## config.mk

```make
export PLATFORM = sky130hd
export DESIGN_NAME = mem_bus_arbiter
export DESIGN_NICKNAME = d
export VERILOG_FILES = /design/src/rtl/mem_bus_arbiter.sv
export SDC_FILE = /design/constraint.sdc
export NUM_CORES = 1
export LEC_CHECK = 0
export CAP_MARGIN = 25
export CORE_AREA = 2 2 214 216
export DETAILED_ROUTE_END_ITERATION = 7
export DIE_AREA = 0 0 216 218
export HOLD_SLACK_MARGIN = 0.12
export PLACE_DENSITY = 0.38
export SLEW_MARGIN = 15
export SYNTH_ARGS = -nofsm -noshare
export SYNTH_HDL_FRONTEND = slang
export SYNTH_SLANG_ARGS = --single-unit
```

## constraint.sdc

```tcl
create_clock -name clk -period 3.45 [get_ports clk]
set_clock_uncertainty 0.15 [all_clocks]
set_input_delay 1.035 -clock clk [delete_from_list [all_inputs] [get_ports clk]]
set_output_delay 1.035 -clock clk [all_outputs]
set_load 0.02 [all_outputs]
```

## src/rtl/mem_bus_arbiter.sv

```systemverilog
// mem_bus_arbiter
// Two-master to one-slave memory bus arbiter. Master 0 is the instruction
// bus, master 1 the data bus. Arbitration is combinational in IDLE so the
// winner's request reaches the slave with zero added latency. The grant is
// then held until the slave reports data_ok. A saturating starve counter
// forces the non-priority master to win once it has lost for STARVE_LIMIT
// cycles.

module mem_bus_arbiter #(
    parameter int ADDR_W       = 64,
    parameter int DATA_W       = 64,
    parameter bit DBUS_FIRST   = 1'b1,
    parameter int STARVE_LIMIT = 16
) (
    input  logic                         clk,
    input  logic                         reset,

    // master side (index 0 = ibus, index 1 = dbus)
    input  logic [1:0]                   m_valid,
    input  logic [1:0][ADDR_W-1:0]       m_addr,
    input  logic [1:0][2:0]              m_size,
    input  logic [1:0][DATA_W/8-1:0]     m_strobe,
    input  logic [1:0][DATA_W-1:0]       m_wdata,
    output logic [1:0]                   m_addr_ok,
    output logic [1:0]                   m_data_ok,
    output logic [DATA_W-1:0]            m_rdata,

    // slave side
    output logic                         s_valid,
    output logic [ADDR_W-1:0]            s_addr,
    output logic [2:0]                   s_size,
    output logic [DATA_W/8-1:0]          s_strobe,
    output logic [DATA_W-1:0]            s_wdata,
    input  logic                         s_addr_ok,
    input  logic                         s_data_ok,
    input  logic [DATA_W-1:0]            s_rdata,

    // debug
    output logic [1:0]                   grant_o
);

    // Counter must hold the value STARVE_LIMIT itself.
    localparam int CNT_W = (STARVE_LIMIT < 1) ? 1 : $clog2(STARVE_LIMIT + 1);

    // Master that wins a plain tie, and the one protected from starvation.
    localparam bit PRI_IDX = DBUS_FIRST;
    localparam bit LOW_IDX = !DBUS_FIRST;

    typedef enum logic {
        IDLE = 1'b0,
        BUSY = 1'b1
    } state_t;

    state_t             state_q, state_d;
    logic [1:0]         grant_q, grant_d;
    logic [CNT_W-1:0]   starve_q, starve_d;

    logic               starved;     // low-priority master is owed the next win
    logic               sel;         // IDLE arbitration winner
    logic               owner;       // BUSY owner index
    logic               src;         // master currently driving the slave bus
    logic               src_active;  // src is meaningful this cycle
    logic               low_wins;
    logic               low_waits;

    // ------------------------------------------------------------------
    // Arbitration
    // ------------------------------------------------------------------

    // Pick the IDLE winner: lone requester, else forced loser, else priority.
    always_comb begin
        starved = (starve_q == CNT_W'(STARVE_LIMIT));
        // NOTE: every combinational output gets a default before the case so
        // no path leaves it unassigned; otherwise a latch is inferred.
        sel = PRI_IDX;
        case (m_valid)
            2'b01:   sel = 1'b0;
            2'b10:   sel = 1'b1;
            2'b11:   sel = starved ? LOW_IDX : PRI_IDX;
            default: sel = PRI_IDX;
        endcase
    end

    // Resolve which master owns the slave bus this cycle.
    always_comb begin
        owner      = grant_q[1];
        src        = (state_q == BUSY) ? owner : sel;
        src_active = !reset && ((state_q == BUSY) || (m_valid != 2'b00));
    end

    // ------------------------------------------------------------------
    // FSM
    // ------------------------------------------------------------------

    // State, grant and starve counter registers with synchronous reset.
    always_ff @(posedge clk) begin
        // NOTE: sequential state uses non-blocking assignments so every
        // register samples pre-edge values regardless of statement order.
        if (reset) begin
            state_q  <= IDLE;
            grant_q  <= 2'b00;
            starve_q <= '0;
        end else begin
            state_q  <= state_d;
            grant_q  <= grant_d;
            starve_q <= starve_d;
        end
    end

    // Next state: enter BUSY unless the slave finishes in the same cycle.
    always_comb begin
        state_d = state_q;
        grant_d = grant_q;
        case (state_q)
            IDLE: begin
                if ((m_valid != 2'b00) && !s_data_ok) begin
                    state_d = BUSY;
                    grant_d = sel ? 2'b10 : 2'b01;
                end
            end
            BUSY: begin
                // Grant is held even if the owner drops m_valid early.
                if (s_data_ok) begin
                    state_d = IDLE;
                    grant_d = 2'b00;
                end
            end
            default: begin
                state_d = IDLE;
                grant_d = 2'b00;
            end
        endcase
    end

    // Starve counter: count low-priority losses, clear when it wins.
    always_comb begin
        low_wins  = (state_q == IDLE) && (m_valid != 2'b00) && (sel == LOW_IDX);
        low_waits = m_valid[LOW_IDX] && !low_wins
                    && !((state_q == BUSY) && grant_q[LOW_IDX]);
        starve_d  = starve_q;
        if (low_wins) begin
            starve_d = '0;
        end else if (low_waits && !starved) begin
            starve_d = starve_q + CNT_W'(1);
        end
    end

    // Outputs: forward the source master and route responses only to it.
    always_comb begin
        s_valid   = 1'b0;
        s_addr    = '0;
        s_size    = '0;
        s_strobe  = '0;
        s_wdata   = '0;
        m_addr_ok = 2'b00;
        m_data_ok = 2'b00;
        if (src_active) begin
            s_valid        = (state_q == BUSY) ? m_valid[src] : 1'b1;
            s_addr         = m_addr[src];
            s_size         = m_size[src];
            s_strobe       = m_strobe[src];
            s_wdata        = m_wdata[src];
            m_addr_ok[src] = s_addr_ok;
            m_data_ok[src] = s_data_ok;
        end
        grant_o = reset ? 2'b00 : grant_q;
        m_rdata = s_rdata;
    end

    // ------------------------------------------------------------------
    // Assertions
    // ------------------------------------------------------------------

    // BUSY always has exactly one owner, so s_valid never floats ownerless.
    a_busy_has_owner : assert property (@(posedge clk) disable iff (reset)
        (state_q == BUSY) |-> (grant_q == 2'b01 || grant_q == 2'b10));

    a_no_orphan_valid : assert property (@(posedge clk) disable iff (reset)
        !(s_valid && (state_q == BUSY) && (grant_q == 2'b00)));

    a_idle_no_grant : assert property (@(posedge clk) disable iff (reset)
        (state_q == IDLE) |-> (grant_q == 2'b00));

endmodule

```

==> results.sh, run 1 <==
export IMPL_avgSynthCellArea_um2=5.09
export IMPL_synth_cells=597
export IMPL_avgRoutedWirePerCell_um=17.9
export IMPL_numPortBuffers=429
export IMPL_worstSkewPairLatency_ps=230
export IMPL_max_layer_used="met5"
export IMPL_worstHoldPathType="flop to flop"
export IMPL_layout_drive_gt1_share_pct=43.7
export IMPL_sum_of_net_half_perimeters_after_detailed_placement_mm=22.2
export IMPL_tritoncts_num_buffers=3
export IMPL_antenna_violations_before_repair=1
export IMPL_design_portCount=558
export IMPL_crit_arrival_ps=2410
export IMPL_totalPowerFinal_mw=1.94
export IMPL_cpLargestDelayFamily="buffers and inverters"
export IMPL_detail_route_iter0_violations=141
export IMPL_drv_max_cap_violation_count=0
export IMPL_crit_required_ps=2260
export IMPL_drt_wl_total_mm=30.0
export IMPL_ys_warn_count=0
export IMPL_violations="negative setup slack"
export IMPL_synth_seq_cells=8
export IMPL_biggest_fanout_along_the_worst_timing_path=6
export IMPL_ctsLongestPathBuffers=2
export IMPL_crit_buf_inv=8
export IMPL_hold_slack_ps=460
export IMPL_detail_route_wirelength_met1_mm=10.7
export IMPL_final_period_utilization_pct=104
export IMPL_layout_cells_most_common_list="sky130_fd_sc_hd__clkdlybuf4s50_1 (281), sky130_fd_sc_hd__nand2_1 (213), sky130_fd_sc_hd__buf_4 (169), sky130_fd_sc_hd__buf_6 (78), sky130_fd_sc_hd__a21oi_2 (68)"
export IMPL_drt_pass1_iter_count=4
export IMPL_timing_setup_critical_path_class="input pin to output pin"
export IMPL_setup_tns_final_ps=-3570
export IMPL_antenna_violating_nets_post_route=0
export IMPL_met3_length_mm=3.55
export IMPL_via_count_of_the_first_global_routing_pass=6026
export IMPL_power_static_leakage_nw=4.17
export IMPL_cp_slowest_cell="sky130_fd_sc_hd__o221ai_4"
export IMPL_finish_net_count=1431
export IMPL_grt_max_degree=23
export IMPL_cp_cell_sequence="buf_8, nand2b_4, o221ai_4, buf_8, buf_12, buf_8, buf_12, buf_8, nand2_4, a21oi_2, buf_4, buf_12"
export IMPL_htree_levels=1
export IMPL_vias_per_cell=3.53
export IMPL_post_synth_instance_area_um2=3040
export IMPL_worstSetupEndpointType="output pin"
export IMPL_route_vias_total=5924
export IMPL_clock_sinks=8
export IMPL_die_y_um=218
export IMPL_die_w_um=216
export IMPL_wl_met2_mm=14.9
export IMPL_tightestPinTransition_ps=418
export IMPL_post_dp_cell_area_um2=8250
export IMPL_final_common_cell="sky130_fd_sc_hd__clkdlybuf4s50_1"
export IMPL_core_region_area_um2=44900
export IMPL_timing_final_ws_setup_ps=-142
export IMPL_clock_tree_root_cell="sky130_fd_sc_hd__clkbuf_16"
export IMPL_dp_worst_setup_slack_ps=-987
export IMPL_clkSlewWorstSetupHoldPaths_ps=40
export IMPL_tritoncts="yes"
export IMPL_die_area_um2=47100
export IMPL_grt_setup_unrepaired="true"
export IMPL_gp_congestion=0.865
export IMPL_status="complete, but fails checks"
export IMPL_wire_length_of_the_first_global_routing_pass_mm=39.4
export IMPL_post_route_drc_count=0
export IMPL_maxSlewViolCount=0
export IMPL_peakVddDrop_uv=102
export IMPL_mappedNetlistNets=947
export IMPL_netlist_cell_type_count=29
export IMPL_global_route_usage_total_pct=11.3
export IMPL_final_cell_area_um2=9900
export IMPL_area_grow_syn2layout_pct=226
export IMPL_synth_sequential_area_ratio_pct=5.27
export IMPL_tmin_final_ps=3590
export IMPL_slew_limit_headroom_pct=72.1
export IMPL_final_setup_viol_count=73
export IMPL_global_route_overflow_total=0
export IMPL_maxClockFrequency_mhz=278
export IMPL_pwr_density_cell_nw_per_um2=197
export IMPL_cts_hold_bufs=0
export IMPL_rows=78
export IMPL_crit_path_max_incr_delay_ps=160
export IMPL_initial_util_pct=6.76
export IMPL_worstSetupStartpointType="input pin"
export IMPL_timing_hold_violations_final=0
export IMPL_timing_critical_path_mode_cell="sky130_fd_sc_hd__buf_8"
## flip-flops by register name, indices dropped and copies added, names as in the netlist
name      cells
state_q       1
grant_q       2
starve_q      5
## worst paths after layout
path	start	endpoint	slack [ps]	cells past startpoint
max	m_valid[1]	s_addr[48]	-140	12
min	starve_q[1]	starve_q[1]	460	3
max reg2reg	starve_q[0]	starve_q[1]	1770	6
min reg2reg	starve_q[1]	starve_q[1]	460	3
## cells in the mapped netlist, drive strengths merged
library cell,instances,share of area [%]
o21ai,1,0.16
o221a,1,0.37
nand2b,3,0.62
buf,101,24
nand2,282,35
nand4bb,1,0.37
xnor2,3,0.87
and4bb,1,0.41
o31ai,1,0.25
mux2i,1,0.33
nand4,2,0.41
clkbuf,13,1.6
dfxtp,8,5.3
nor2,14,1.7
a2111oi,1,0.29
nor2b,3,0.62
and3,2,0.41
nand3,1,0.16
ha,2,0.82
inv,3,0.37
o21bai,1,0.25
nor3,2,0.33
o221ai,2,0.78
nor3b,2,0.49
a21oi,144,24
a21o,2,0.49
## worst reg2reg max path, delay by kind of cell (launching register included)
kind	cells	cell delay (ps)
buffers and inverters	1	70
adders and majority gates	1	170
and+or+nand+nor	2	280
AOI/OAI and AO/OA	2	580
DFF	1	300
## area by class of cell
cell class,instances,area [um2]
diodes,1,2.50
clock buffers,3,75.1
fillers,5064,35000
inverters,3,11.3
multi-input cells,472,2890
flip-flops and latches,8,160
well taps,600,751
repair buffers,593,6010
## repair_timing
item                                    in CTS  in global routing
setup buffers                               55                 24
gates resized for setup                    836                159
cloned                                       6                  2
pin swaps                                   32                 58
endpoints found under the hold margin        0                  0
endpoints found under the setup margin     145                143
## metal layers
layer	track usage [%]	vias up
li1	-	2834
met1	11.4	2641
met2	21.4	405
met3	4.81	42
met4	2.69	2
met5	0	-
## stage by stage
step,utilization (%),instances
2_1_floorplan,-,597
3_3_place_gp,18.4,1604
3_5_place_dp,18.4,1604
4_1_cts,20.6,1666
5_1_grt,22.0,1679
6_report,22.0,1680
## cells by family (layout without fill, tap and decap cells)
| kind of cell | after synthesis | after routing | synth area share (%) |
|---|---|---|---|
| buffers and inverters | 117 | 599 | 26.0 |
| AO/OA/AOI/OAI | 153 | 153 | 26.3 |
| adder cells (fa/ha/maj) | 2 | 2 | 0.824 |
| flip-flops | 8 | 8 | 5.27 |
| XOR/XNOR | 3 | 3 | 0.865 |
| multiplexers | 1 | 1 | 0.330 |
| other | 0 | 1 | 0 |
| AND/OR/NAND/NOR | 313 | 313 | 40.4 |
## power by group
part | internal, mW | switching, mW
Combinational | 0.901 | 0.748
Sequential | 0.0969 | 0.00286
Clock | 0.150 | 0.0468
Note: power is estimated with default switching activity, not from simulation.
==> run 2: changes to the inputs <==
Settings changed: CELL_PAD_IN_SITES_DETAIL_PLACEMENT from default to 1, CELL_PAD_IN_SITES_GLOBAL_PLACEMENT from default to 1, CORE_AREA 2 2 214 216 to 2 2 218 220, DIE_AREA 0 0 216 218 to 0 0 220 222, PLACE_DENSITY 0.38 to 0.58.
==> results.sh, run 2 (same netlist as run 1, synthesis figures left out) <==
export IMPL_initial_util_pct=6.56
export IMPL_final_setup_viol_count=60
export IMPL_wire_length_of_the_first_global_routing_pass_mm=42.8
export IMPL_clock_tree_root_cell="sky130_fd_sc_hd__clkbuf_16"
export IMPL_gp_congestion=0.829
export IMPL_layout_cells_non_filler=1661
export IMPL_critical_path_endpoint="s_wdata[10]"
export IMPL_pwr_share_comb_pct=86.2
export IMPL_tritoncts_num_buffers=3
export IMPL_global_route_overflow_total=0
export IMPL_final_cell_area_um2=10700
export IMPL_clock_sinks=8
export IMPL_worstSkewPairLatency_ps=240
export IMPL_crit_required_ps=2260
export IMPL_n_antenna_cell=0
export IMPL_die_y_um=222
export IMPL_via_count_of_the_first_global_routing_pass=6758
export IMPL_power_static_leakage_nw=4.39
export IMPL_drt_pass1_iter_count=4
export IMPL_avgRoutedWirePerCell_um=19.8
export IMPL_timing_final_ws_setup_ps=-94.0
export IMPL_worstSetupStartpointType="input pin"
export IMPL_violations="negative setup slack"
export IMPL_grt_setup_unrepaired="true"
export IMPL_regToRegSetupSlack_ps=1710
export IMPL_sum_of_net_half_perimeters_after_detailed_placement_mm=21.4
export IMPL_rr_endpoint="starve_q[1]"
export IMPL_peakVddDrop_uv=126
export IMPL_htree_levels=1
export IMPL_registers_top_by_ff_count="starve_q"
export IMPL_layout_drive_gt1_share_pct=49.1
export IMPL_cts_hold_bufs=0
export IMPL_drv_max_cap_violation_count=0
export IMPL_antenna_violating_nets_post_route=0
export IMPL_netSwitchingFraction_pct=42.1
export IMPL_design_portCount=558
export IMPL_maxClockFrequency_mhz=282
export IMPL_drt_wl_total_mm=32.8
export IMPL_final_common_cell="sky130_fd_sc_hd__clkdlybuf4s50_1"
export IMPL_clkSlewWorstSetupHoldPaths_ps=40
export IMPL_hold_slack_ps=422
export IMPL_tightestPinTransition_ps=431
export IMPL_numPortBuffers=429
export IMPL_core_region_area_um2=46300
export IMPL_biggest_fanout_along_the_worst_timing_path=7
export IMPL_rows=79
export IMPL_tmin_final_ps=3540
export IMPL_detail_route_iter0_violations=83
export IMPL_layout_cells_most_common_list="sky130_fd_sc_hd__clkdlybuf4s50_1 (282), sky130_fd_sc_hd__nand2_1 (182), sky130_fd_sc_hd__buf_6 (108), sky130_fd_sc_hd__a21oi_2 (95), sky130_fd_sc_hd__buf_4 (89)"
export IMPL_worstHoldPathType="flop to flop"
export IMPL_power_share_clock_pct=9.2
export IMPL_global_route_usage_total_pct=11.9
export IMPL_totalPowerFinal_mw=2.16
export IMPL_worstSetupEndpointType="output pin"
export IMPL_pwr_density_cell_nw_per_um2=201
export IMPL_worst_r2r_path_depth=6
export IMPL_crit_arrival_ps=2360
export IMPL_post_route_drc_count=0
export IMPL_tritoncts="yes"
export IMPL_finish_net_count=1406
export IMPL_die_w_um=220
export IMPL_share_of_the_core_filled_with_cells_pct=23.2
export IMPL_grt_max_degree=23
export IMPL_timing_hold_violations_final=0
export IMPL_setup_tns_final_ps=-1830
export IMPL_final_period_utilization_pct=103
export IMPL_timing_critical_path_mode_cell="sky130_fd_sc_hd__buf_12"
export IMPL_cp_slowest_cell="sky130_fd_sc_hd__a21o_4"
export IMPL_antenna_violations_before_repair=1
export IMPL_post_dp_cell_area_um2=8080
export IMPL_netSwitchingPower_mw=0.908
export IMPL_die_area_um2=48800
export IMPL_critPathLaunch="m_valid[1]"
export IMPL_seq_power_share_pct=4.7
export IMPL_timing_setup_critical_path_class="input pin to output pin"
export IMPL_internal_power_mw=1.25
export IMPL_route_vias_total=6034
export IMPL_status="complete, but fails checks"
export IMPL_cp_cell_sequence="buf_8, buf_4, nor2_4, a21o_4, buf_12, buf_12, buf_12, a21oi_4, buf_6, buf_12"
export IMPL_maxSlewViolCount=0
export IMPL_ctsLongestPathBuffers=2
export IMPL_crit_path_max_incr_delay_ps=210
export IMPL_area_grow_syn2layout_pct=254
export IMPL_reg_top3="starve_q x5, grant_q x2, state_q x1"
export IMPL_dp_worst_setup_slack_ps=-1070
export IMPL_largest_register_ffs=5
export IMPL_slew_limit_headroom_pct=71.2
export IMPL_worstReg2RegStart="starve_q[0]"
export IMPL_vias_per_cell=3.63
export IMPL_placedCellCount=1585
[run 2: cell types whose count changed in the layout (fill, tap and decap cells not counted), moves of 2 or more]
cell and change:
sky130_fd_sc_hd__buf_6 +30, sky130_fd_sc_hd__buf_4 -80, sky130_fd_sc_hd__buf_8 -9, sky130_fd_sc_hd__a21oi_1 -39, sky130_fd_sc_hd__buf_12 +20, sky130_fd_sc_hd__a21oi_2 +27, sky130_fd_sc_hd__buf_16 +8, sky130_fd_sc_hd__a21oi_4 +12
sky130_fd_sc_hd__nand2_2 +6, sky130_fd_sc_hd__nand2_1 -31, sky130_fd_sc_hd__buf_2 -2, sky130_fd_sc_hd__clkbuf_16 +5, sky130_fd_sc_hd__nand2_4 +25
[run 2: worst min path at each step]
stage,start,end,slack [ps],cells past startpoint
4_1_cts,grant_q[1],grant_q[1],430,2
3_3_place_gp,grant_q[1],grant_q[1],420,2
6_report,grant_q[1],grant_q[1],420,2
2_1_floorplan,starve_q[4],starve_q[4],350,2
3_5_place_dp,grant_q[1],grant_q[1],420,2
5_1_grt,grant_q[1],grant_q[1],490,2
[run 2: repair_timing]
action	in CTS	in global routing
gates resized for setup	761	357
gates cloned	18	8
pin swaps	32	128
buffers inserted	46	19
endpoints found under the setup margin	146	142
[run 2: worst max-delay path, delay by kind of cell]
| kind | cells | cell delay, ps |
|---|---|---|
| AO/OA/AOI/OAI | 2 | 350 |
| AND/OR/NAND/NOR | 1 | 50 |
| buffers and inverters | 7 | 900 |
[run 2: cell type report]
| cell class | instances | area [um2] |
|---|---|---|
| Tap cell | 607 | 759 |
| Multi-Input combinational cell | 473 | 3340 |
| Sequential cell | 8 | 160 |
| Clock buffer | 3 | 75.1 |
| Fill cell | 5454 | 35500 |
| Inverter | 3 | 11.3 |
| Timing Repair Buffer | 567 | 6380 |
[run 2: per-layer routing]
metal  routed length, um  track usage, %  up-vias
li1                    -               -     2787
met1               11600            12.0     2820
met2               17600            23.9      369
met3                2760            2.50       58
met4                 927            3.25        0
met5                   0               0        -
[run 2: power groups by stage]
| stage | logic [mW] | registers, mW | clock network (mW) |
|---|---|---|---|
| 5_1_grt | 1.96 | 0.101 | 0.206 |
| 3_3_place_gp | 1.27 | 0.101 | 0 |
| 6_report | 1.86 | 0.100 | 0.197 |
| 2_1_floorplan | 0.575 | 0.101 | 0 |
| 4_1_cts | 1.59 | 0.100 | 0.202 |
| 3_5_place_dp | 1.28 | 0.102 | 0 |
